[src/rtl/scan_display_ctrl.sv]
// Multiplexed common-anode seven-segment scan controller.
// Frame-coherent shadow capture, dead time, PWM dimming, zero blanking.
module scan_display_ctrl #(
  parameter int NUM_DIGITS = 8,
  parameter int SLOT_CYC   = 208333,
  parameter int DEAD_CYC   = 1000,
  parameter int BRIGHT_W   = 4
) (
  input  logic                    clk,
  input  logic                    reset,
  input  logic [4*NUM_DIGITS-1:0] data,
  input  logic [NUM_DIGITS-1:0]   dp,
  input  logic [NUM_DIGITS-1:0]   digit_en,
  input  logic                    lz_blank,
  input  logic [BRIGHT_W-1:0]     brightness,
  output logic [NUM_DIGITS-1:0]   anode,
  output logic [7:0]              cathode,
  output logic                    frame_start
);

  localparam int SW = (SLOT_CYC > 1) ? $clog2(SLOT_CYC) : 1;
  localparam int IW = (NUM_DIGITS > 1) ? $clog2(NUM_DIGITS) : 1;

  localparam logic [SW-1:0] SLOT_LAST = SW'(SLOT_CYC - 1);
  localparam logic [SW-1:0] DEAD_END  = SW'(DEAD_CYC);
  localparam logic [IW-1:0] IDX_LAST  = IW'(NUM_DIGITS - 1);

  logic [SW-1:0]           r_slot;
  logic [IW-1:0]           r_idx;
  logic [BRIGHT_W-1:0]     r_pwm;

  logic [4*NUM_DIGITS-1:0] r_data_s;
  logic [NUM_DIGITS-1:0]   r_dp_s;
  logic [NUM_DIGITS-1:0]   r_en_s;
  logic                    r_lz_s;
  logic [BRIGHT_W-1:0]     r_br_s;

  logic [NUM_DIGITS-1:0]   r_anode;
  logic [7:0]              r_cathode;
  logic                    r_frame;

  logic                    w_cap;
  logic                    w_wrap;
  logic                    w_pwm_on;
  logic                    w_lit;
  logic [3:0]              w_nib [NUM_DIGITS];
  logic [NUM_DIGITS-1:0]   w_blank;
  logic [3:0]              w_cur;
  logic [6:0]              w_seg;
  logic [NUM_DIGITS-1:0]   w_anode_n;
  logic [7:0]              w_cath_n;

  assign w_cap  = (r_slot == '0) && (r_idx == '0);
  assign w_wrap = (r_slot == SLOT_LAST);

  always_ff @(posedge clk or negedge reset) begin
    if (!reset) begin
      r_slot <= '0;
      r_idx  <= '0;
      r_pwm  <= '0;
    end else begin
      r_pwm <= r_pwm + 1'b1;
      if (w_wrap) begin
        r_slot <= '0;
        r_idx  <= (r_idx == IDX_LAST) ? '0 : r_idx + 1'b1;
      end else begin
        r_slot <= r_slot + 1'b1;
      end
    end
  end

  // Shadows only move at frame start so a frame never mixes old/new data
  always_ff @(posedge clk or negedge reset) begin
    if (!reset) begin
      r_data_s <= '0;
      r_dp_s   <= '0;
      r_en_s   <= '0;
      r_lz_s   <= 1'b0;
      r_br_s   <= '0;
    end else if (w_cap) begin
      r_data_s <= data;
      r_dp_s   <= dp;
      r_en_s   <= digit_en;
      r_lz_s   <= lz_blank;
      r_br_s   <= brightness;
    end
  end

  for (genvar i = 0; i < NUM_DIGITS; i++) begin : g_dig
    assign w_nib[i] = r_data_s[4*i +: 4];
    if (i == 0) begin : g_lsd
      assign w_blank[i] = 1'b0;
    end else begin : g_hi
      assign w_blank[i] = r_lz_s &&
        (r_data_s[4*NUM_DIGITS-1:4*i] == '0);
    end
  end

  assign w_cur    = w_nib[r_idx];
  assign w_pwm_on = (r_br_s == '1) || (r_pwm < r_br_s);
  assign w_lit    = (r_slot >= DEAD_END) && r_en_s[r_idx] &&
                    !w_blank[r_idx] && w_pwm_on;

  always_comb begin
    w_seg = 7'b1111111;
    unique case (w_cur)
      4'h0: w_seg = 7'b0000001;
      4'h1: w_seg = 7'b1001111;
      4'h2: w_seg = 7'b0010010;
      4'h3: w_seg = 7'b0000110;
      4'h4: w_seg = 7'b1001100;
      4'h5: w_seg = 7'b0100100;
      4'h6: w_seg = 7'b0100000;
      4'h7: w_seg = 7'b0001111;
      4'h8: w_seg = 7'b0000000;
      4'h9: w_seg = 7'b0000100;
      4'hA: w_seg = 7'b0001000;
      4'hB: w_seg = 7'b1100000;
      4'hC: w_seg = 7'b0110001;
      4'hD: w_seg = 7'b1000010;
      4'hE: w_seg = 7'b0110000;
      4'hF: w_seg = 7'b0111000;
    endcase
  end

  always_comb begin
    w_anode_n = '1;
    w_cath_n  = 8'hFF;
    if (w_lit) begin
      w_anode_n[r_idx] = 1'b0;
      w_cath_n = {~r_dp_s[r_idx], w_seg};
    end
  end

  always_ff @(posedge clk or negedge reset) begin
    if (!reset) begin
      r_anode   <= '1;
      r_cathode <= 8'hFF;
      r_frame   <= 1'b0;
    end else begin
      r_anode   <= w_anode_n;
      r_cathode <= w_cath_n;
      r_frame   <= w_cap;
    end
  end

  assign anode       = r_anode;
  assign cathode     = r_cathode;
  assign frame_start = r_frame;

endmodule
[config.mk]
export PLATFORM = sky130hd
export DESIGN_NAME = scan_display_ctrl
export DESIGN_NICKNAME = d
export VERILOG_FILES = /design/src/rtl/scan_display_ctrl.sv
export SDC_FILE = /design/constraint.sdc
export NUM_CORES = 1
export LEC_CHECK = 0
export ABC_AREA = 1
export CAP_MARGIN = 20
export CORE_UTILIZATION = 25
export CTS_CLUSTER_DIAMETER = 150
export DETAILED_ROUTE_END_ITERATION = 8
export DONT_BUFFER_PORTS = 1
export PLACE_DENSITY = 0.37
export SLEW_MARGIN = 20
export SYNTH_ARGS = -nofsm -noshare
export SYNTH_HDL_FRONTEND = slang
export SYNTH_SLANG_ARGS = --single-unit
[constraint.sdc]
create_clock -name clk -period 2.6 [get_ports clk]
set_clock_uncertainty 0.15 [all_clocks]
set_input_delay 0.52 -clock clk [delete_from_list [all_inputs] [get_ports clk]]
set_output_delay 0.52 -clock clk [all_outputs]
set_load 0.005 [all_outputs]
==> metrics, run 1 <==
pin count of the biggest net entering global routing=96; P&R area growth vs syn=11.8%; first-pass GRT wire length=21.5 mm; crit path cell chain=inv_2, nand3_1, nor2_1, nor2_1, nand2_1, nor2_1, buf_4, ha_1, inv_1, nand2_1, nand3_1, nand2_1, nand2_1; CTS root buffer=clkbuf_16; run status=finished with violations; GRT Total Usage=0.142; Startpoint Class=flip-flop; GP Congestion=0.849; starting density of the core=0.258; Pint=2.29 mW; CP max stage delay=0.66 ns; Post-synth EDFFs=0; Routed wire per std cell=14.8 um; Post-Layout Cell Count=893; commonest cells in the netlist=nand2_1, dfrtp_1, inv_1, nor2_1, nand3_1; Overall Power=2.97 mW; reg2reg start=r_idx[2]; DR vias=3852; Setup CP Type=reg -> reg; failing checks=negative hold slack; via/cell ratio=4.31; grt ovf=0; final setup vio count=0; DR iter-0 viols=270; Yosys reg bits=95; Max Cap Violations=0; area share of the largest cell type after synthesis=0.406; HPWL after DPL=9.71 mm; Pwr Density=545 mW/mm^2; Adder-Cell Fraction of Synth Area=0.0385; sequential power share=0.523; fillers=2145; DRC Markers=0; CP max stage cell=dfrtp_1; WHS=-0.287 ns; r2r endpoint=cathode[3]; combinational family with the most area after synthesis=simple AND/OR/NAND/NOR gates; initial antenna violation count=0; RSZ-0062 raised after global routing=no; Rows=50; leading area contributor after synthesis=dfrtp_1; most frequent cell after synthesis=nand2_1; setup TNS=0 ns; sw frac=0.228; fmax=439 MHz; Final Cycle Share=0.877; worst-path fanout max=15; Worst Path Arrival=2.43 ns; TritonCTS clock tree=built; CP dominant cell by count=nand2_1; synth warn=0; Syn Nets=697; Peak VDD IR=0.306 mV; Worst-Margin Slew=0.506 ns; vias in the first global route=3981; top_reg_cell synth=dfrtp_1; Switch Pwr=0.677 mW; share of cells above drive strength 1=0.0932; relative slew slack=0.662; clock latency on the worst-skew pair=0.35 ns; Synth Area per Inst=7.77 um^2; Inst Count DP=877; Clock Path Buffers=2; Reg2Reg Setup Slack=0.32 ns; Die Area=0.0200 mm^2; Die Ht=142 um; final WL=13.2 mm; CTS Sinks=95; H-tree depth=3; Hold WC Path Type=in -> async; PostCTS Resize Cnt=0; crit end category=flip-flop; CTS Buf Count=9; Compound-Gate Fraction of Synth Area=0.0599; Post-Synthesis Cells=627; Nets=698; Die Wd=142 um; post-route ant nets=0; simple-gate share of the synthesized area=0.315; diodes inserted=0; postcts setup bufs=0; Comb power frac=0.037; clock slew at reported path FFs=0.07 ns; Slew Viols, Final=0; register area share after synthesis=0.492; DR pass1 iterations=4; Top Ports=72; R2R depth=13; mux cell area share after synthesis=0; worst path required time=2.75 ns; final hold violation count=95; Cell variety after synth=32; Port Buf Inserts=0; ranking of synthesized cells by area=dfrtp_1, nand2_1, dfstp_2; clock group share of total power=0.440; fin util=0.288; fraction of registers with async set/reset=1.00; Core ar.=0.0189 mm^2; xor/xnor share of the synthesized area=0.0126; Min Clock Period, post-route=2.28 ns; static leakage=2.62 nW; Synth Cell Area=0.00487 mm^2
-- cell usage in the layout, fill, tap and decap left out, types with 2 or more instances in the layout --
master / netlist / final
a21oi_1: 10 / 10
buf_12: 0 / 3
o21ai_1: 3 / 3
xnor2_1: 5 / 5
dfrtp_1: 79 / 79
inv_1: 60 / 60
nor3_1: 7 / 7
nand3_1: 46 / 46
nor2_1: 60 / 60
nor2_4: 4 / 4
nand2_1: 238 / 238
nor2_2: 2 / 2
clkbuf_16: 0 / 9
buf_4: 3 / 7
o21ai_0: 33 / 33
clkbuf_8: 0 / 3
nor4_1: 2 / 2
dfstp_2: 16 / 16
ha_1: 15 / 15
nand2_2: 3 / 3
inv_2: 6 / 6
xor2_1: 2 / 2
nand4_1: 6 / 6
clkbuf_1: 4 / 2
o32ai_1: 2 / 2
-- cell type report --
type | instances | area [um^2] | share of cell area
clock inverters | 2 | 13.8 | 0.00253
inverters | 66 | 248 | 0.0455
clock buffers | 14 | 274 | 0.0503
multi-input cells | 446 | 2070 | 0.381
flip-flops and latches | 95 | 2400 | 0.440
well taps | 260 | 325 | 0.0598
repair buffers | 10 | 113 | 0.0207
-- logic make-up after synthesis --
kind of cell	count (synthesis)
simple gates	371
flops	95
buf+inv	86
compound gates	53
fa+ha+maj	15
xor+xnor	7
-- metal layers --
metal | track usage | vias to the layer above | part of all wire
li1 | - | 1964 | -
met1 | 0.199 | 1792 | 0.51
met2 | 0.211 | 83 | 0.43
met3 | 0.0287 | 13 | 0.042
met4 | 0.0577 | 0 | 0.017
met5 | 0 | - | 0
-- how the worst max path moves through the flow --
| stage | slack (ns) | from | cells after the start | to |
|---|---|---|---|---|
| 3_5_place_dp | 0.34 | r_idx[2] | 13 | cathode[4] |
| 4_1_cts | 0.32 | r_idx[2] | 13 | cathode[3] |
| 5_1_grt | 0.02 | r_idx[2] | 13 | cathode[4] |
| 3_3_place_gp | 0.40 | r_idx[1] | 13 | cathode[3] |
| 6_report | 0.32 | r_idx[2] | 13 | cathode[3] |
| 2_1_floorplan | 0.55 | r_idx[2] | 13 | cathode[1] |
-- power groups by stage --
stage / Clock, mW / Sequential, mW / Combinational, mW
CTS: 1.36 / 1.55 / 0.113
detailed placement: 0 / 1.58 / 0.112
finish: 1.31 / 1.55 / 0.111
floorplan: 0 / 1.57 / 0.0863
global route: 1.41 / 1.56 / 0.132
global placement: 0 / 1.58 / 0.111
-- sequential cells by signal (all words and copies together), names as in the netlist, 3 cells and up --
signal	flops
r_en_s	8
r_data_s	32
r_slot	18
r_br_s	4
cathode	8
r_pwm	4
r_idx	3
anode	8
r_dp_s	8
-- critical path: cells and delay by family (launching register included) --
family	cells	cell delay, ns
flops	1	0.66
fa+ha+maj	1	0.24
buf+inv	3	0.38
simple gates	9	0.80
-- through the flow --
step                cell area [um^2]  hold slack, ns  worst slack [ns]
floorplan                       4870          0.0744             0.555
global placement                5160          0.0793             0.396
detailed placement              5160          0.0806             0.340
CTS                             5440          -0.306             0.319
global route                    5440          -0.307            0.0199
finish                          5440          -0.287             0.320
No activity file was read; power rests on OpenSTA's default activity.
==> inputs of run 2 (changes only) <==
- CTS_BUF_LIST: unset -> sky130_fd_sc_hd__clkbuf_4
==> metrics, run 2 (synthesis gave the netlist of run 1 again) <==
worst-path fanout max=11 (-4); clock latency on the worst-skew pair=0.49 ns (+0.14 ns); Clock Path Buffers=2 (unchanged); worst path required time=2.88 ns (+0.13 ns); DR vias=4051 (+5.2%); top flop regs=r_data_s: 32 flops, r_slot: 18 flops; postcts setup bufs=0 (unchanged); vias in the first global route=4156 (+4.4%); commonest non-fill, non-tap cell in the layout=nand2_1; Hold WC Path Type=in -> async; failing checks=negative hold slack; Slew Viols, Final=0 (unchanged); Rows=50 (unchanged); relative slew slack=0.686 (+0.0234); DRC Markers=0 (unchanged); P&R area growth vs syn=18.9%; Inst Count DP=877 (unchanged); WHS=-0.440 ns (-0.153 ns); grt met3 use=0.0270 (-0.00169); Worst Path Arrival=2.53 ns (+0.10 ns); CTS Buf Count=9 (unchanged); GP Congestion=0.849 (unchanged); Peak VDD IR=0.163 mV (-47%); pin count of the biggest net entering global routing=96 (unchanged); Die Ht=142 um (unchanged); Startpoint Class=flip-flop; r2r endpoint=cathode[3]; Setup CP Type=reg -> reg; # hold bufs at CTS=52; crit end category=flip-flop; fmax=445 MHz (+1.5%); design area=0.00579 mm^2 (+6.4%); Reg2Reg Setup Slack=0.35 ns (+0.03 ns); static leakage=2.75 nW (+5.2%); gr busiest metal=met2; H-tree depth=3 (unchanged); GRT Total Usage=0.143 (+0.00159); Max Cap Violations=0 (unchanged); post-route ant nets=0 (unchanged); CTS Sinks=95 (unchanged); final setup vio count=0 (unchanged); first-pass GRT wire length=21.8 mm (+1.6%); starting density of the core=0.258 (unchanged); GR Util met1=0.205 (+0.00502); Nets=750 (+7.4%); commonest non-fill, non-tap cells in the layout=nand2_1, dfrtp_1, inv_1, nor2_1, dlygate4sd3_1; CTS root buffer=clkbuf_4; RSZ-0062 raised after global routing=no; Die Wd=142 um (unchanged); Worst-Margin Slew=0.471 ns (-0.0352 ns); Top reg by flops=r_data_s; R2R depth=13 (unchanged); Area after DPL=0.00516 mm^2 (unchanged); pre-CTS worst setup slack=0.340 ns (unchanged); number of flip-flops in the largest register=32 (unchanged); Core ar.=0.0189 mm^2 (unchanged); Top Ports=72 (unchanged); run status=finished with violations; setup ws final=0.353 ns (+0.0334 ns); DR iter-0 viols=231 (-14%); final hold violation count=95 (unchanged); reg2reg start=r_idx[1]; initial antenna violation count=1 (+1); Post-Layout Cell Count=947 (+6.0%); Port Buf Inserts=0 (unchanged); setup TNS=0 ns (unchanged); Min Clock Period, post-route=2.25 ns (-0.0334 ns); Overall Power=2.45 mW (-18%); TritonCTS clock tree=built; final WL=13.3 mm (+0.80%); Die Area=0.0200 mm^2 (unchanged); via/cell ratio=4.28 (-0.83%); share of cells above drive strength 1=0.0861 (-0.00708); Routed wire per std cell=14.1 um (-5.0%); Pwr Density=423 mW/mm^2 (-22%); DR pass1 iterations=5 (+1); grt ovf=0 (unchanged); M2 GR Usage=0.212 (+0.000778); HPWL after DPL=9.71 mm (unchanged); clock slew at reported path FFs=0.16 ns (+0.09 ns); Final Cycle Share=0.864 (-0.0128)
## run 2: changes by cell type in the layout (fill, tap and decap cells not counted), moves of 2 or more
cell and change:
dlygate4sd3_1 +52, clkbuf_4 +11, clkbuf_16 -9, clkbuf_8 -3, clkinv_1 +3, clkbuf_1 -2
diode_2 +2
## run 2: what timing repair did
item | 4_1_cts | 5_1_grt
gates resized for setup | 0 | 1
hold endpoints to repair | 147 | 95
endpoints found under the setup margin | 0 | 1
## run 2: final cells by class
| type | count | area (um^2) |
|---|---|---|
| Sequential cell | 95 | 2400 |
| Inverter | 66 | 248 |
| Tap cell | 260 | 325 |
| Clock inverter | 5 | 25.0 |
| Antenna cell | 2 | 5.00 |
| Clock buffer | 11 | 82.6 |
| Fill cell | 2141 | 13100 |
| Timing Repair Buffer | 62 | 633 |
| Multi-Input combinational cell | 446 | 2070 |
## run 2: worst max path at each step
stage                   from          to  slack [ns]  depth (start not counted)
CTS                 r_idx[2]  cathode[3]        0.30                         13
global placement    r_idx[1]  cathode[3]        0.40                         13
floorplan           r_idx[2]  cathode[1]        0.55                         13
finish              r_idx[1]  cathode[3]        0.35                         13
detailed placement  r_idx[2]  cathode[4]        0.34                         13
global route        r_idx[1]  cathode[3]        0.11                         14
## run 2: metal layers
layer  share of wire  vias to the layer above
met5               0                        -
met3           0.035                       15
met2            0.43                       85
li1                -                     2065
met4           0.017                        0
met1            0.51                     1886
## run 2: worst max-delay path, stage by stage (launching register included)
cell	delay [ns]
dfrtp_1	0.58
nor2_4	0.37
nand3_1	0.11
nand2_1	0.11
inv_1	0.04
nand2_1	0.05
nor2_1	0.06
buf_4	0.15
ha_1	0.29
inv_1	0.06
nand2_1	0.05
nand3_1	0.08
nand2_1	0.05
nand2_1	0.05
## run 2: stage by stage
step / util / hold slack (ns)
floorplan: - / 0.0744
finish: 0.306 / -0.440
global placement: 0.273 / 0.0793
detailed placement: 0.273 / 0.0806
global route: 0.306 / -0.496
CTS: 0.306 / -0.494
## run 2: where the power goes
group	total, mW	internal, mW	switching (mW)
clock	0.721	0.210	0.511
sequential	1.55	1.52	0.0320
combinational	0.175	0.0941	0.0811
total	2.45	1.82	0.624
==> inputs of run 3 (changes only) <==
==> constraint.sdc (replaced) <==
create_clock -name clk -period 2.6 [get_ports clk]
set_clock_uncertainty 0.15 [all_clocks]
set_input_delay 0.13 -clock clk [delete_from_list [all_inputs] [get_ports clk]]
set_output_delay 0.13 -clock clk [all_outputs]
set_load 0.005 [all_outputs]
==> metrics, run 3 (synthesis gave the netlist of run 1 again) <==
run status=finished clean; Routed wire per std cell=14.0 um (about the same); Die Ht=142 um (unchanged); starting density of the core=0.258 (unchanged); Pint=1.83 mW (+0.34%); TritonCTS clock tree=built; Switch Pwr=0.653 mW (+4.7%); fmax=444 MHz (-0.18%); postcts setup bufs=0 (unchanged); GP Congestion=0.849 (unchanged); fillers=2137 (-0.19%); DRC Markers=0 (unchanged); Startpoint Class=flip-flop; via/cell ratio=4.25 (-0.66%); Slew Viols, Final=0 (unchanged); DR iter-0 viols=246 (+6.5%); GRT Total Usage=0.144 (+0.000584); Worst Path Arrival=2.53 ns (about the same); grt ovf=0 (unchanged); Comb power frac=0.085 (+0.013); relative slew slack=0.684 (-0.00202); crit path cell chain=nor2_4, nand3_1, nand2_1, inv_1, nand2_1, nor2_1, buf_4, ha_1, inv_1, nand2_1, nand3_1, nand2_1, nand2_1; RSZ-0062 raised after global routing=no; worst path required time=2.88 ns (about the same); crit end category=flip-flop; final hold violation count=0 (-100%); first-pass GRT wire length=21.9 mm (+0.41%); CTS root buffer=clkbuf_4; Worst-Margin Slew=0.474 ns (+0.00303 ns); Pwr Density=426 mW/mm^2 (+0.64%); initial antenna violation count=1 (unchanged); top flop regs=r_data_s: 32 flops, r_slot: 18 flops; clock group share of total power=0.290 (-0.004); CP max stage cell=dfrtp_1; Peak VDD IR=0.163 mV (+0.29%); Clock Path Buffers=2 (unchanged); Rows=50 (unchanged); Die Wd=142 um (unchanged); static leakage=2.78 nW (+0.76%); DR vias=4037 (-0.35%); Max Cap Violations=0 (unchanged); Hold WC Path Type=in -> async; Core ar.=0.0189 mm^2 (unchanged); share of cells above drive strength 1=0.0872 (+0.00108); CP dominant cell by count=nand2_1; sequential power share=0.625 (-0.009); pin count of the biggest net entering global routing=96 (unchanged); commonest non-fill, non-tap cells in the layout=nand2_1, dfrtp_1, inv_1, nor2_1, dlygate4sd3_1; Setup CP Type=reg -> reg; P&R area growth vs syn=19.9%; Top reg by flops=r_data_s; WHS=0.0903 ns (+0.531 ns); post-route ant nets=0 (unchanged); worst-path fanout max=11 (unchanged); R2R depth=13 (unchanged); Final Cycle Share=0.866 (+0.00153); DR pass1 iterations=4 (-1); Min Clock Period, post-route=2.25 ns (+0.00397 ns); CTS Buf Count=9 (unchanged); Port Buf Inserts=0 (unchanged); CTS Sinks=95 (unchanged); final WL=13.3 mm (+0.22%); commonest non-fill, non-tap cell in the layout=nand2_1; final setup vio count=0 (unchanged); Die Area=0.0200 mm^2 (unchanged); Nets=753 (+0.40%); clock latency on the worst-skew pair=0.48 ns (about the same); number of flip-flops in the largest register=32 (unchanged); H-tree depth=3 (unchanged); Top Ports=72 (unchanged); setup TNS=0 ns (unchanged); CP max stage delay=0.58 ns (about the same); HPWL after DPL=9.71 mm (unchanged); sw frac=0.263 (+0.00822); vias in the first global route=4155 (-0.024%); clock slew at reported path FFs=0.16 ns (about the same)
==> run 3: cell types whose count changed in the layout (fill, tap and decap cells not counted) <==
cell           change
buf_16             +1
dlygate4sd3_1      +2
==> run 3: final timing paths <==
path                           from            to  slack (ns)
min                           reset   r_data_s[0]        0.09
min reg2reg                r_pwm[0]      r_pwm[0]        0.34
max in group asynchronous     reset      anode[4]        1.81
min in group clk           data[13]  r_data_s[13]        0.14
max reg2reg                r_idx[1]    cathode[3]        0.35
max                        r_idx[1]    cathode[3]        0.35
==> run 3: power groups by stage <==
stage	Clock, mW	Combinational [mW]	Sequential, mW
3_3_place_gp	0	0.111	1.58
3_5_place_dp	0	0.112	1.58
2_1_floorplan	0	0.0863	1.57
5_1_grt	0.825	0.245	1.56
6_report	0.721	0.211	1.55
4_1_cts	0.776	0.217	1.55
==> run 3: area by class of cell <==
class	count	area, um^2	share of cell area
Tap cell	260	325	0.0557
Multi-Input combinational cell	446	2070	0.355
Timing Repair Buffer	65	681	0.117
Antenna cell	2	5.00	0.000857
Sequential cell	95	2400	0.411
Inverter	66	248	0.0424
Clock inverter	5	25.0	0.00429
Clock buffer	11	82.6	0.0141
==> run 3: what timing repair did <==
item	CTS	global route
resized for setup	0	1
endpoints found under the hold margin	148	0
endpoints found under the setup margin	0	1
hold buffers	55	0
==> run 3: critical path, delay by kind of cell (launching register included) <==
family                   cells  cell delay [ns]
adder cells (fa/ha/maj)      1             0.29
AND/OR/NAND/NOR              9             0.93
flip-flops                   1             0.58
buffers and inverters        3             0.23
==> run 3: per-stage QoR <==
step / util / setup WS [ns] / cell area, um^2 / instances / power [mW]
floorplan: - / 0.555 / 4870 / 627 / 1.65
global placement: 0.273 / 0.396 / 5160 / 877 / 1.69
detailed placement: 0.273 / 0.340 / 5160 / 877 / 1.69
CTS: 0.309 / 0.301 / 5830 / 948 / 2.55
global route: 0.309 / 0.112 / 5840 / 950 / 2.63
finish: 0.309 / 0.349 / 5840 / 950 / 2.48
==> run 3: per-layer routing <==
layer / track usage / share of wire
met1: 0.207 / 0.52
met2: 0.211 / 0.43
met3: 0.0270 / 0.037
met4: 0.0577 / 0.017
met5: 0 / 0
